[src/rtl/loader_pkg.sv]
// rtl/loader_pkg.sv - shared state encoding and image-format constants for program_loader
package loader_pkg;

  typedef enum logic [2:0] {
    ST_LEN_HI,
    ST_LEN_LO,
    ST_DATA,
    ST_CSUM,
    ST_DONE,
    ST_ERR
  } state_t;

  localparam int LEN_BYTES  = 2;
  localparam int WORD_BYTES = 4;
  localparam int CSUM_WIDTH = 8;

endpackage

[src/rtl/program_loader_if.sv]
// rtl/program_loader_if.sv - byte-stream input and instruction-memory write port of program_loader
interface program_loader_if #(
  parameter int ADDR_WIDTH = 10
);

  logic                  in_valid;
  logic [7:0]            in_byte;
  logic                  in_ready;
  logic                  imem_we;
  logic [ADDR_WIDTH-1:0] imem_addr;
  logic [31:0]           imem_wdata;

  // master: byte source and instruction memory; slave: the loader
  modport master (
    output in_valid, in_byte,
    input  in_ready, imem_we, imem_addr, imem_wdata
  );

  modport slave (
    input  in_valid, in_byte,
    output in_ready, imem_we, imem_addr, imem_wdata
  );

endinterface

[src/rtl/byte_assembler.sv]
// rtl/byte_assembler.sv - packs four bytes MSB-first into a 32-bit word, pulsing word_valid the cycle after the 4th
module byte_assembler
  import loader_pkg::*;
(
  input  logic        clk,
  input  logic        rst,
  input  logic        clear,
  input  logic        shift_en,
  input  logic [7:0]  data,
  output logic [31:0] word,
  output logic        word_valid,
  output logic        word_end
);

  logic [1:0] cnt;

  assign word_end = shift_en && (cnt == 2'(WORD_BYTES - 1));

  always_ff @(posedge clk or posedge rst) begin
    if (rst) begin
      cnt        <= 2'd0;
      word       <= 32'd0;
      word_valid <= 1'b0;
    end else if (clear) begin
      cnt        <= 2'd0;
      word       <= 32'd0;
      word_valid <= 1'b0;
    end else begin
      word_valid <= word_end;
      if (shift_en) begin
        word <= {word[23:0], data};
        cnt  <= cnt + 2'd1;
      end
    end
  end

endmodule

[src/rtl/program_loader.sv]
// rtl/program_loader.sv - boot loader writing a length-prefixed byte image into imem; LOADER_CHECKSUM_EN adds a trailing checksum byte
module program_loader
  import loader_pkg::*;
#(
  parameter int ADDR_WIDTH = 10
) (
  input  logic             clk,
  input  logic             rst,
  input  logic             reload,
  program_loader_if.slave  bus,
  output logic             core_rst,
  output logic             done,
  output logic             error
);

  localparam logic [16:0] CAPACITY = 17'(1 << ADDR_WIDTH);
`ifdef LOADER_CHECKSUM_EN
  localparam state_t ST_TAIL = ST_CSUM;
`else
  localparam state_t ST_TAIL = ST_DONE;
`endif

  state_t                state, state_next;
  logic [15:0]           len;
  logic [16:0]           words_done;
  logic [16:0]           len_now;
  logic [ADDR_WIDTH-1:0] wr_addr;
  logic                  accept;
  logic                  shift_en;
  logic                  word_end;
  logic                  last_word;
  logic                  csum_ok;

  assign bus.in_ready = !rst && !reload &&
                        (state inside {ST_LEN_HI, ST_LEN_LO, ST_DATA, ST_CSUM});
  assign accept    = bus.in_valid && bus.in_ready;
  assign shift_en  = accept && (state == ST_DATA);
  assign len_now   = {1'b0, len[15:8], bus.in_byte};
  assign last_word = (words_done + 17'd1) == {1'b0, len};

  byte_assembler u_asm (
    .clk        (clk),
    .rst        (rst),
    .clear      (reload),
    .shift_en   (shift_en),
    .data       (bus.in_byte),
    .word       (bus.imem_wdata),
    .word_valid (bus.imem_we),
    .word_end   (word_end)
  );

  assign bus.imem_addr = wr_addr;

  // status is masked during reload so the core sees reset in the restart cycle itself
  assign done     = (state == ST_DONE) && !reload;
  assign error    = (state == ST_ERR) && !reload;
  assign core_rst = !done;

`ifdef LOADER_CHECKSUM_EN
  logic [CSUM_WIDTH-1:0] csum;

  assign csum_ok = CSUM_WIDTH'(csum + bus.in_byte) == '0;

  always_ff @(posedge clk or posedge rst) begin
    if (rst) begin
      csum <= '0;
    end else if (reload) begin
      csum <= '0;
    end else if (accept) begin
      csum <= csum + bus.in_byte;
    end
  end
`else
  assign csum_ok = 1'b0;
`endif

  always_ff @(posedge clk or posedge rst) begin
    if (rst) begin
      state <= ST_LEN_HI;
    end else begin
      state <= state_next;
    end
  end

  always_comb begin
    state_next = state;
    if (reload) begin
      state_next = ST_LEN_HI;
    end else begin
      case (state)
        ST_LEN_HI: if (accept) state_next = ST_LEN_LO;
        ST_LEN_LO: begin
          if (accept) begin
            if (len_now > CAPACITY)    state_next = ST_ERR;
            else if (len_now == 17'd0) state_next = ST_TAIL;
            else                       state_next = ST_DATA;
          end
        end
        ST_DATA:   if (word_end && last_word) state_next = ST_TAIL;
        ST_CSUM:   if (accept) state_next = csum_ok ? ST_DONE : ST_ERR;
        default:   state_next = state;
      endcase
    end
  end

  // wr_addr latches the index of the word just completed; it is shown with the write pulse
  always_ff @(posedge clk or posedge rst) begin
    if (rst) begin
      len        <= 16'd0;
      words_done <= 17'd0;
      wr_addr    <= '0;
    end else if (reload) begin
      len        <= 16'd0;
      words_done <= 17'd0;
      wr_addr    <= '0;
    end else begin
      if (accept && (state == ST_LEN_HI)) len[15:8] <= bus.in_byte;
      if (accept && (state == ST_LEN_LO)) len[7:0]  <= bus.in_byte;
      if (word_end) begin
        words_done <= words_done + 17'd1;
        wr_addr    <= words_done[ADDR_WIDTH-1:0];
      end
    end
  end

endmodule

[src/flat_wrapper.sv]
// flat-port wrapper written by rule: the top's interface ports become plain ports
module program_loader_flat import loader_pkg::*;
#(
  parameter int ADDR_WIDTH = 10
)
  (clk, rst, reload, core_rst, done, error, bus_in_valid, bus_in_byte, bus_in_ready, bus_imem_we, bus_imem_addr, bus_imem_wdata);
  program_loader_if #(.ADDR_WIDTH(ADDR_WIDTH)) bus_i ();
  input  logic clk;
  input  logic rst;
  input  logic reload;
  output logic core_rst;
  output logic done;
  output logic error;
  input wire logic [$bits(bus_i.in_valid)-1:0] bus_in_valid;
  input wire logic [$bits(bus_i.in_byte)-1:0] bus_in_byte;
  output wire logic [$bits(bus_i.in_ready)-1:0] bus_in_ready;
  output wire logic [$bits(bus_i.imem_we)-1:0] bus_imem_we;
  output wire logic [$bits(bus_i.imem_addr)-1:0] bus_imem_addr;
  output wire logic [$bits(bus_i.imem_wdata)-1:0] bus_imem_wdata;
  assign bus_i.in_valid = bus_in_valid;
  assign bus_i.in_byte = bus_in_byte;
  assign bus_in_ready = bus_i.in_ready;
  assign bus_imem_we = bus_i.imem_we;
  assign bus_imem_addr = bus_i.imem_addr;
  assign bus_imem_wdata = bus_i.imem_wdata;
  program_loader #(.ADDR_WIDTH(ADDR_WIDTH)) u_core (.clk(clk), .rst(rst), .reload(reload), .bus(bus_i), .core_rst(core_rst), .done(done), .error(error));
endmodule
[config.mk]
export PLATFORM = sky130hd
export DESIGN_NAME = program_loader_flat
export DESIGN_NICKNAME = d
export VERILOG_FILES = /design/src/rtl/loader_pkg.sv /design/src/rtl/program_loader_if.sv /design/src/rtl/byte_assembler.sv /design/src/rtl/program_loader.sv /design/src/flat_wrapper.sv
export SDC_FILE = /design/constraint.sdc
export NUM_CORES = 1
export LEC_CHECK = 0
export BUFFER_PORTS_ARGS = -buffer_cell sky130_fd_sc_hd__buf_2
export CAP_MARGIN = 15
export CORE_UTILIZATION = 49
export DETAILED_ROUTE_END_ITERATION = 10
export PLACE_DENSITY = 0.81
export SLEW_MARGIN = 20
export SYNTH_ARGS = -nofsm -noshare
export SYNTH_HDL_FRONTEND = slang
export SYNTH_HIERARCHICAL = 1
export SYNTH_SLANG_ARGS = --single-unit
[constraint.sdc]
create_clock -name clk -period 3.1 [get_ports clk]
set_input_delay 0.62 -clock clk [delete_from_list [all_inputs] [get_ports clk]]
set_output_delay 0.62 -clock clk [all_outputs]
set_load 0.02 [all_outputs]
==> results of run 1 <==
[through the flow]
| stage | total power, W | std cells |
|---|---|---|
| 2_1_floorplan | 0.00117 | 420 |
| 3_3_place_gp | 0.00121 | 559 |
| 3_5_place_dp | 0.00121 | 559 |
| 4_1_cts | 0.00208 | 575 |
| 5_1_grt | 0.00213 | 575 |
| 6_report | 0.00206 | 575 |
[layout by cell type (no fill, tap or decap), drive strengths merged, types with 2 or more instances in the layout]
cell type / instances
and4: 3
nand3b: 2
inv: 6
nand4: 10
a22oi: 2
nor2b: 4
nand3: 12
xnor2: 15
a21oi: 12
ha: 2
o311ai: 2
a211oi: 4
and2: 4
nand4b: 2
nand2: 35
nor2: 75
buf: 63
mux2i: 44
and3: 5
or4: 2
nand2b: 12
o21a: 2
clkbuf: 10
or3: 2
o31ai: 2
xor2: 18
a41oi: 2
o221a: 2
nor3: 5
a311oi: 2
bufinv: 2
nor4: 6
nor3b: 3
o21ai: 11
dfrtp: 81
[report_power, final]
part / internal (W) / switching (W) / leakage, nW
Clock: 0.000467 / 0.000405 / 0.113
Sequential: 0.00107 / 0.0000147 / 1.12
Combinational: 0.0000336 / 0.0000747 / 0.902
[layout make-up]
cell class              instances  area, µm²  share of cell area (%)
clock buffers                  10        128                    2.70
repair buffers                 63        328                    6.94
multi-input cells             307       2000                    42.4
well taps                     105        131                    2.78
inverters                       3       11.3                   0.238
clock inverters                 6       97.6                    2.07
flip-flops and latches         81       2030                    42.9
[routing by layer]
| layer | vias to the layer above | track usage, % | share of wire [%] |
|---|---|---|---|
| met4 | 0 | 8.71 | 1.6 |
| met5 | - | 0 | 0 |
| met1 | 1579 | 27.7 | 45 |
| met2 | 66 | 34.2 | 50 |
| li1 | 1530 | - | - |
| met3 | 14 | 3.62 | 3.2 |
[Yosys cell counts (all sizes together) (2+ instances only)]
library cell  number
o311ai             2
nor3b              3
and4               3
ha                 2
nand4             10
a311oi             2
inv                3
nor2b              4
xnor2             15
and2               4
or4                2
nand2b            12
a22oi              2
a211oi             4
o21a               2
and3               5
a41oi              2
nand3b             2
o31ai              2
nor4               6
clkbuf             9
nand4b             2
a21oi             12
mux2i             44
nand2             35
nor3               5
buf               20
nand3             12
o21ai             11
nor2              75
or3                2
o221a              2
dfrtp             81
xor2              18
[logic make-up after synthesis]
| group | Yosys count |
|---|---|
| AND/OR/NAND/NOR | 183 |
| adder cells (fa/ha/maj) | 2 |
| XOR/XNOR | 33 |
| flip-flops | 81 |
| multiplexers | 44 |
| buffers and inverters | 32 |
| AO/OA/AOI/OAI | 45 |
[flip-flops by register name, summed over array words and instances (netlist names)]
name	count
u_core/bus.imem_addr	10
u_core/len	16
u_core/state	3
u_core/u_asm/cnt	2
u_core/u_asm/word	32
u_core/u_asm/word_valid	1
u_core/words_done	17
[worst min-delay path by stage]
stage                                       from                                 to  slack, ns  depth (start not counted)
2_1_floorplan         u_core/len[14]$_DFFE_PP0P_         u_core/len[14]$_DFFE_PP0P_       0.48                          2
5_1_grt                                      rst        u_core/state[2]$_DFFE_PP0P_       0.39                          2
3_5_place_dp   u_core/u_asm/word[25]$_DFFE_PP0P_  u_core/u_asm/word[25]$_DFFE_PP0P_       0.51                          2
6_report                                     rst        u_core/state[2]$_DFFE_PP0P_       0.36                          2
3_3_place_gp   u_core/u_asm/word[29]$_DFFE_PP0P_  u_core/u_asm/word[29]$_DFFE_PP0P_       0.50                          2
4_1_cts                                      rst  u_core/u_asm/word[28]$_DFFE_PP0P_       0.38                          3
[critical path: stages, from the launching register on]
cell and delay (ns):
dfrtp_1 0.51, ha_1 0.31, nand3_1 0.24, nor3_2 0.39
nand3_1 0.12, a22oi_1 0.18, o2111ai_1 0.17, o311ai_0 0.30
o31ai_1 0.12
==> results.toml, run 1 <==
[synthesis]
synth_top_family_by_area = "simple AND/OR/NAND/NOR gates"
synth-compound-area-share_pct = 7.11
ys.flop_type = "dfrtp_1"
synth_seq_cells = 81
ys_top_cells_by_area = "dfrtp_1 48%, mux2i_1 10%, nor2_1 6.6%, xor2_1 3.7%, nand2_1 3.1%"
postSynth.asyncResetShare_pct = 100
ys_types = 52
yosysSeqAreaShare_pct = 48.0
synth-simple-area-share_pct = 22.1
synthMuxAreaShare_pct = 10.4
synth_nets = 434
yosysTopAreaCell = "dfrtp_1"
netlist_instances = 420
syn_area_um2 = 4220
synth-xor-area-share_pct = 6.85
synthAdderAreaFrac_pct = 0.593
yosysWarningCount = 6
synth_edf_count = 0
yosysTopAreaCellShare_pct = 48.0
synth.avg_cell_area_um2 = 10.1

[run_status]
status = "finished, final reports clean"

[worst_setup_path]
r2r_end = "u_core/state[1]$_DFFE_PP0P_"
start_kind = "register"
cp_data_required_time_ns = 3.34
end_kind = "register"
critical_path_class = "register to register"
crit_end = "u_core/state[1]$_DFFE_PP0P_"
crit_start = "u_core/words_done[0]$_DFFE_PP0P_"
reg2regPathDepth = 8
cp_max_fo = 8
rrSetupSlack_ns = 0.64
r2r-start = "u_core/words_done[0]$_DFFE_PP0P_"
cp_data_arrival_time_ns = 2.70

[timing]
slew_headroom_pct = 45.8
setup_violations = 0
fin_crit_sh_pct = 79.3
tightest_slew_ns = 0.813
fin_tns_setup_ns = 0
drv_slew = 0
setup_ws_ns = 0.640
min_period_ns = 2.46
finalHoldViolCount = 0
hold_ws_ns = 0.356
skew_ns = 0.0160
fmax_mhz = 407
rsz0062_at_grt = "no"

[global_routing]
grt_max_degree = 84
overflow = 0
grt.total_usage_pct = 21.0
first_global_vias = 3036
grt_antenna_before_repair = 0
grt_pass1_wl_um = 14500

[clocking]
numCtsBuffers = 9
cts.path.max_buffers = 2
cts_resized = 0
clk_pin_slew_ns = 0.09
cts_num_sinks = 81
cts_hold_buf = 0
htree_levels = 3
insertion_delay_ns = 0.36
postCtsSetupRepairBufs = 0
cts_tree = "built"
cts-root-buf = "clkbuf_8"

[die]
die_area_um2 = 8990
die_h_um = 94.8
start_util_pct = 51.1
coreArea_um2 = 8260
fp.dieW_um = 94.8
top_level_ports = 59
num_rows = 33

[final_layout]
antennaDiodeCount = 0
postLayoutCoreUtil_pct = 57.2
area_growth_pct = 11.9
drive_gt1_share_pct = 19.8
postLayoutCellArea_um2 = 4720
fill_cells = 737
finalNetCount = 479

[min_path]
hold_class = "input port to asynchronous set/reset pin"

[pwr]
p_leak_nw = 2.14
ir_drop_uv = 270
powerDensity_nw_per_um2 = 436

[routing]
drtPass1Iterations = 4
drt-total-wl_um = 8860
first_iter_violations = 228
vias_per_cell = 5.55
post_drt_wl_per_cell_um = 15.4
antenna_left = 0
num_vias = 3189
drc = 0

[placed_design]
post_dp_cell_area_um2 = 4500
post-place-ws_ns = 0.583
port_buffers = 58
place_congestion = 0.876
hpwl_um = 6230

[run]
cap_violations = 0
No activity file was read; power rests on OpenSTA's default activity.
==> run 2, diff against run 1 <==
==> constraint.sdc (replaced) <==
create_clock -name clk -period 2.33 [get_ports clk]
set_input_delay 0.466 -clock clk [delete_from_list [all_inputs] [get_ports clk]]
set_output_delay 0.466 -clock clk [all_outputs]
set_load 0.02 [all_outputs]
==> run 2 against run 1 <==
Net effect:
- final cell count rose by 1.6%
- critical path type unchanged
- global-route usage up 0.83 points
- clock skew fell by 0.0076 ns
- largest power group unchanged
==> results.toml, run 2 (synthesis gave the netlist of run 1 again) <==
[worst_setup_path]
crit_buf_inv = 1
crit_start = "u_core/words_done[0]$_DFFE_PP0P_"
cp_top_family = "compound AO/OA/AOI/OAI gates"
critical_path_class = "register to register"
slowest_delay_ns = 0.39
cp_slowest_cell = "nor4_1"
r2r-start = "u_core/words_done[0]$_DFFE_PP0P_"
crit_chain = "buf_4 > nand4_2 > nor4_1 > a311oi_1 > a22oi_1 > o2111ai_2 > o21a_1 > o31ai_1"
cp_data_required_time_ns = 2.59
cp_data_arrival_time_ns = 2.44
start_kind = "register"
end_kind = "register"
cp_max_fo = 7

[timing]
fmax_mhz = 459
skew_ns = 0.00837
fin_crit_sh_pct = 93.5
drv_slew = 0
min_period_ns = 2.18
setup_violations = 0
slew_headroom_pct = 42.4
finalHoldViolCount = 0
tightest_slew_ns = 0.861

[final_layout]
postLayoutCellArea_um2 = 4850
final_cell_mix = "73 x nor2_1, 73 x dfrtp_1, 58 x buf_2"
drive_gt1_share_pct = 24.4
fill_cells = 707
largest_reg_flops = 32
multi_input_area_um2 = 2040
seqCellArea_um2 = 2040
reg.largest.list = "u_core/u_asm/word (32), u_core/words_done (17), u_core/len (16)"
finalNetCount = 488
antennaDiodeCount = 0
regMostFlops = "u_core/u_asm/word"
area_growth_pct = 14.8
postLayoutCoreUtil_pct = 58.7

[clocking]
insertion_delay_ns = 0.37
cts_hold_buf = 0
cts_num_sinks = 81
numCtsBuffers = 9
cts-root-buf = "clkbuf_8"
cts.path.max_buffers = 2
htree_levels = 3
cts_tree = "built"
clk_pin_slew_ns = 0.09

[global_routing]
grt.total_usage_pct = 21.8
first_global_vias = 3195
use_met1_pct = 28.5
grt_pass1_wl_um = 15100
grt_max_degree = 84
grt_use_met3_pct = 4.83
groute.layer.met2.usage_pct = 35.6
overflow = 0
grt_antenna_before_repair = 0
grt.busiest_layer = "met2"

[die]
start_util_pct = 51.1
num_rows = 33
die_area_um2 = 8990
die_h_um = 94.8
coreArea_um2 = 8260
top_level_ports = 59
fp.dieW_um = 94.8

[run]
cap_violations = 0

[pwr]
powerDensity_nw_per_um2 = 573
p_total_w = 0.00277
p_leak_nw = 2.17
ir_drop_uv = 460

[routing]
drc = 0
antenna_left = 0
drtPass1Iterations = 4
vias_per_cell = 5.53
drt-total-wl_um = 9020
post_drt_wl_per_cell_um = 15.4
num_vias = 3232
first_iter_violations = 201

[placed_design]
place_congestion = 0.856
port_buffers = 58
hpwl_um = 6350
post_dp_cell_area_um2 = 4550

[min_path]
hold_class = "input port to asynchronous set/reset pin"

[run_status]
status = "finished, final reports clean"
==> run 2: changes by cell type in the layout (fill, tap and decap cells not counted), sizes merged <==
cell | before | now
buf | 63 | 72
clkbuf | 10 | 9
clkinvlp | 0 | 1
==> run 2: final timing paths <==
check | end | slack [ns] | cells past startpoint
setup / recovery | u_core/state[2]$_DFFE_PP0P_ | 0.15 | 8
hold / removal | u_core/state[0]$_DFFE_PP0P_ | 0.15 | 2
setup reg to reg | u_core/state[2]$_DFFE_PP0P_ | 0.15 | 8
hold reg to reg | u_core/bus.imem_addr[8]$_DFFE_PP0P_ | 0.52 | 2
max in group asynchronous | u_core/words_done[2]$_DFFE_PP0P_ | 1.58 | 3
min in group clk | u_core/len[5]$_DFFE_PP0P_ | 0.38 | 3
==> run 2: area by class of cell <==
type                       instances  area share, %
multi-input combinational        307           42.1
clock inverter                     7           2.22
tap                              105           2.71
timing repair buffer              72           8.16
sequential                        81           42.0
clock buffer                       9           2.56
inverter                           3          0.232
==> run 2: stage by stage <==
step	instances	hold WS (ns)	worst slack, ns	setup TNS, ns
finish	584	0.151	0.151	0
global route	584	0.183	-0.00539	-0.00539
CTS	581	0.152	0.0580	0
detailed placement	565	0.507	0.0876	0
global placement	565	0.497	0.155	0
floorplan	420	0.482	0.0162	0
==> run 2: routing by layer <==
| layer | vias up | part of all wire (%) | wire length, µm |
|---|---|---|---|
| li1 | 1559 | - | - |
| met1 | 1593 | 45 | 4050 |
| met2 | 64 | 50 | 4470 |
| met3 | 16 | 4.0 | 364 |
| met4 | 0 | 1.6 | 140 |
| met5 | - | 0 | 0 |
==> run 2: what timing repair did <==
item / in CTS / in global routing
endpoints found under the hold margin: 0 / 0
setup endpoints to repair: 0 / 2
buffers inserted: 0 / 3
resized for setup: 0 / 14
==> run 2: where the power goes <==
| part | leakage (nW) | switching (W) | internal [W] |
|---|---|---|---|
| logic | 0.946 | 0.0000999 | 0.0000468 |
| clock network | 0.114 | 0.000565 | 0.000626 |
| registers | 1.11 | 0.0000193 | 0.00142 |
| total | 2.17 | 0.000684 | 0.00209 |
==> run 3, diff against run 2 <==
--- a/config.mk
+++ b/config.mk
@@ -7,9 +7,11 @@
 export LEC_CHECK = 0
 export BUFFER_PORTS_ARGS = -buffer_cell sky130_fd_sc_hd__buf_2
 export CAP_MARGIN = 15
+export CORE_MARGIN = 5
 export CORE_UTILIZATION = 49
 export DETAILED_ROUTE_END_ITERATION = 10
 export PLACE_DENSITY = 0.81
+export RECOVER_POWER = 50
 export SLEW_MARGIN = 20
 export SYNTH_ARGS = -nofsm -noshare
 export SYNTH_HDL_FRONTEND = slang
==> run 3 against run 2 <==
Net effect:
- first-iteration DRC count down 1.0%
- die area grew 18%
- combinational power hardly changed
- global-route usage down 2.9 points
- cell area down 1.5%
- non-clock buffer count shrank 2
- sequential share of layout area increased by 0.50 points
- fmax decreased by 2.9%
- wire length up 3.2%
- worst setup slack worse by 0.065 ns
- utilization fell by 1.2 points
- largest cell class unchanged
==> results.toml, run 3 (synthesis gave the netlist of run 1 again) <==
[run_status]
status = "finished, final reports clean"

[worst_setup_path]
crit_buf_inv = 0
cp_max_fo = 11
start_kind = "register"
end_kind = "register"
cp_slowest_cell = "dfrtp_1"
r2r-start = "u_core/words_done[7]$_DFFE_PP0P_"
cp_data_arrival_time_ns = 2.51
r2r_end = "u_core/state[1]$_DFFE_PP0P_"
cp_data_required_time_ns = 2.60
crit_chain = "and3_1 > nand4_1 > xnor2_1 > nor4_1 > o2111ai_1 > o21a_1 > o31ai_1"
cp_top_family = "simple AND/OR/NAND/NOR gates"
rrSetupSlack_ns = 0.09
critical_path_class = "register to register"
reg2regPathDepth = 7
slowest_delay_ns = 0.57

[final_layout]
largest_reg_flops = 32
regMostFlops = "u_core/u_asm/word"
reg.largest.list = "u_core/u_asm/word (32), u_core/words_done (17), u_core/len (16)"
final_cell_mix = "78 x dfrtp_1, 72 x nor2_1, 44 x mux2i_1"
final_common_cell = "dfrtp_1"
finalNetCount = 486
area_growth_pct = 13.1
drive_gt1_share_pct = 17.4
postLayoutCellArea_um2 = 4770
antennaDiodeCount = 0

[die]
coreArea_um2 = 8300
die_area_um2 = 10600
top_level_ports = 59
start_util_pct = 50.9
num_rows = 33
fp.dieW_um = 103
die_h_um = 103

[global_routing]
first_global_vias = 3202
grt.total_usage_pct = 19.0
overflow = 0
grt_pass1_wl_um = 16000
grt_max_degree = 82
grt_antenna_before_repair = 0

[timing]
fmax_mhz = 446
slew_headroom_pct = 42.1
skew_ns = 0.0141
fin_tns_setup_ns = 0
finalHoldViolCount = 0
min_period_ns = 2.24
tightest_slew_ns = 0.863
fin_crit_sh_pct = 96.3
setup_violations = 0
drv_slew = 0

[min_path]
hold_class = "input port to asynchronous set/reset pin"

[placed_design]
hpwl_um = 6470
post_dp_cell_area_um2 = 4560
port_buffers = 58
place_congestion = 0.839

[clocking]
cts_num_sinks = 81
insertion_delay_ns = 0.36
clk_pin_slew_ns = 0.09
cts-root-buf = "clkbuf_8"
postCtsSetupRepairBufs = 0
cts.path.max_buffers = 2
numCtsBuffers = 9
htree_levels = 3
cts_tree = "built"

[routing]
antenna_left = 0
first_iter_violations = 199
drc = 0
vias_per_cell = 5.56
drt-total-wl_um = 9310
num_vias = 3238
drtPass1Iterations = 4
post_drt_wl_per_cell_um = 16.0

[pwr]
p_total_w = 0.00276
powerDensity_nw_per_um2 = 578
p_leak_nw = 2.06
ir_drop_uv = 342

[run]
cap_violations = 0
-- run 3: worst max path at each step --
stage,cells after the start,end,start,slack [ns]
floorplan,9,u_core/bus.imem_addr[0]$_DFFE_PP0P_,rst,0.02
global placement,7,u_core/state[1]$_DFFE_PP0P_,u_core/words_done[8]$_DFFE_PP0P_,0.14
detailed placement,7,u_core/state[2]$_DFFE_PP0P_,u_core/words_done[2]$_DFFE_PP0P_,0.11
CTS,7,u_core/state[1]$_DFFE_PP0P_,u_core/words_done[2]$_DFFE_PP0P_,0.07
global route,7,u_core/state[1]$_DFFE_PP0P_,u_core/words_done[7]$_DFFE_PP0P_,-0.01
finish,7,u_core/state[1]$_DFFE_PP0P_,u_core/words_done[7]$_DFFE_PP0P_,0.09
-- run 3: power by group --
group          total (W)  internal (W)  leakage [nW]  switching [W]
Sequential       0.00144       0.00142          1.12      0.0000203
Combinational   0.000146     0.0000449         0.829       0.000101
Clock            0.00118      0.000621         0.113       0.000556
-- run 3: repair_timing --
item / 4_1_cts / 5_1_grt
hold buffers: 0 / 0
gates resized for setup: 0 / 8
endpoints found under the setup margin: 0 / 2
-- run 3: stage by stage --
stage	utilization, %	std cells	hold slack [ns]	setup slack (ns)
finish	57.5	582	0.233	0.0858
global route	57.5	582	0.287	-0.0110
CTS	57.7	582	0.233	0.0674
detailed placement	55.0	566	0.504	0.108
global placement	55.0	566	0.497	0.143
floorplan	-	420	0.482	0.0162
-- run 3: routing by layer --
metal | vias up | track usage [%] | part of all wire [%] | wire length [µm]
met5 | - | 0 | 0 | 0
met4 | 0 | 7.47 | 1.7 | 157
met3 | 16 | 2.10 | 4.2 | 393
met2 | 71 | 30.3 | 49 | 4530
met1 | 1600 | 26.6 | 45 | 4230
li1 | 1551 | - | - | -
-- run 3: worst register-to-register path: cells and delay by family, from the launching register on --
family	cells	cell delay (ns)
DFF	1	0.57
xor gates and xnor gates	1	0.16
AOI/OAI and AO/OA	3	0.67
and+or+nand+nor	3	0.76
-- run 3: area by class of cell --
cell class                 count  area [µm²]
inverter                       3        11.3
multi-input combinational    307        2030
tap                          105         131
timing repair buffer          70         342
fill                         707        3520
clock inverter                 6        97.6
clock buffer                  10         128
sequential                    81        2030
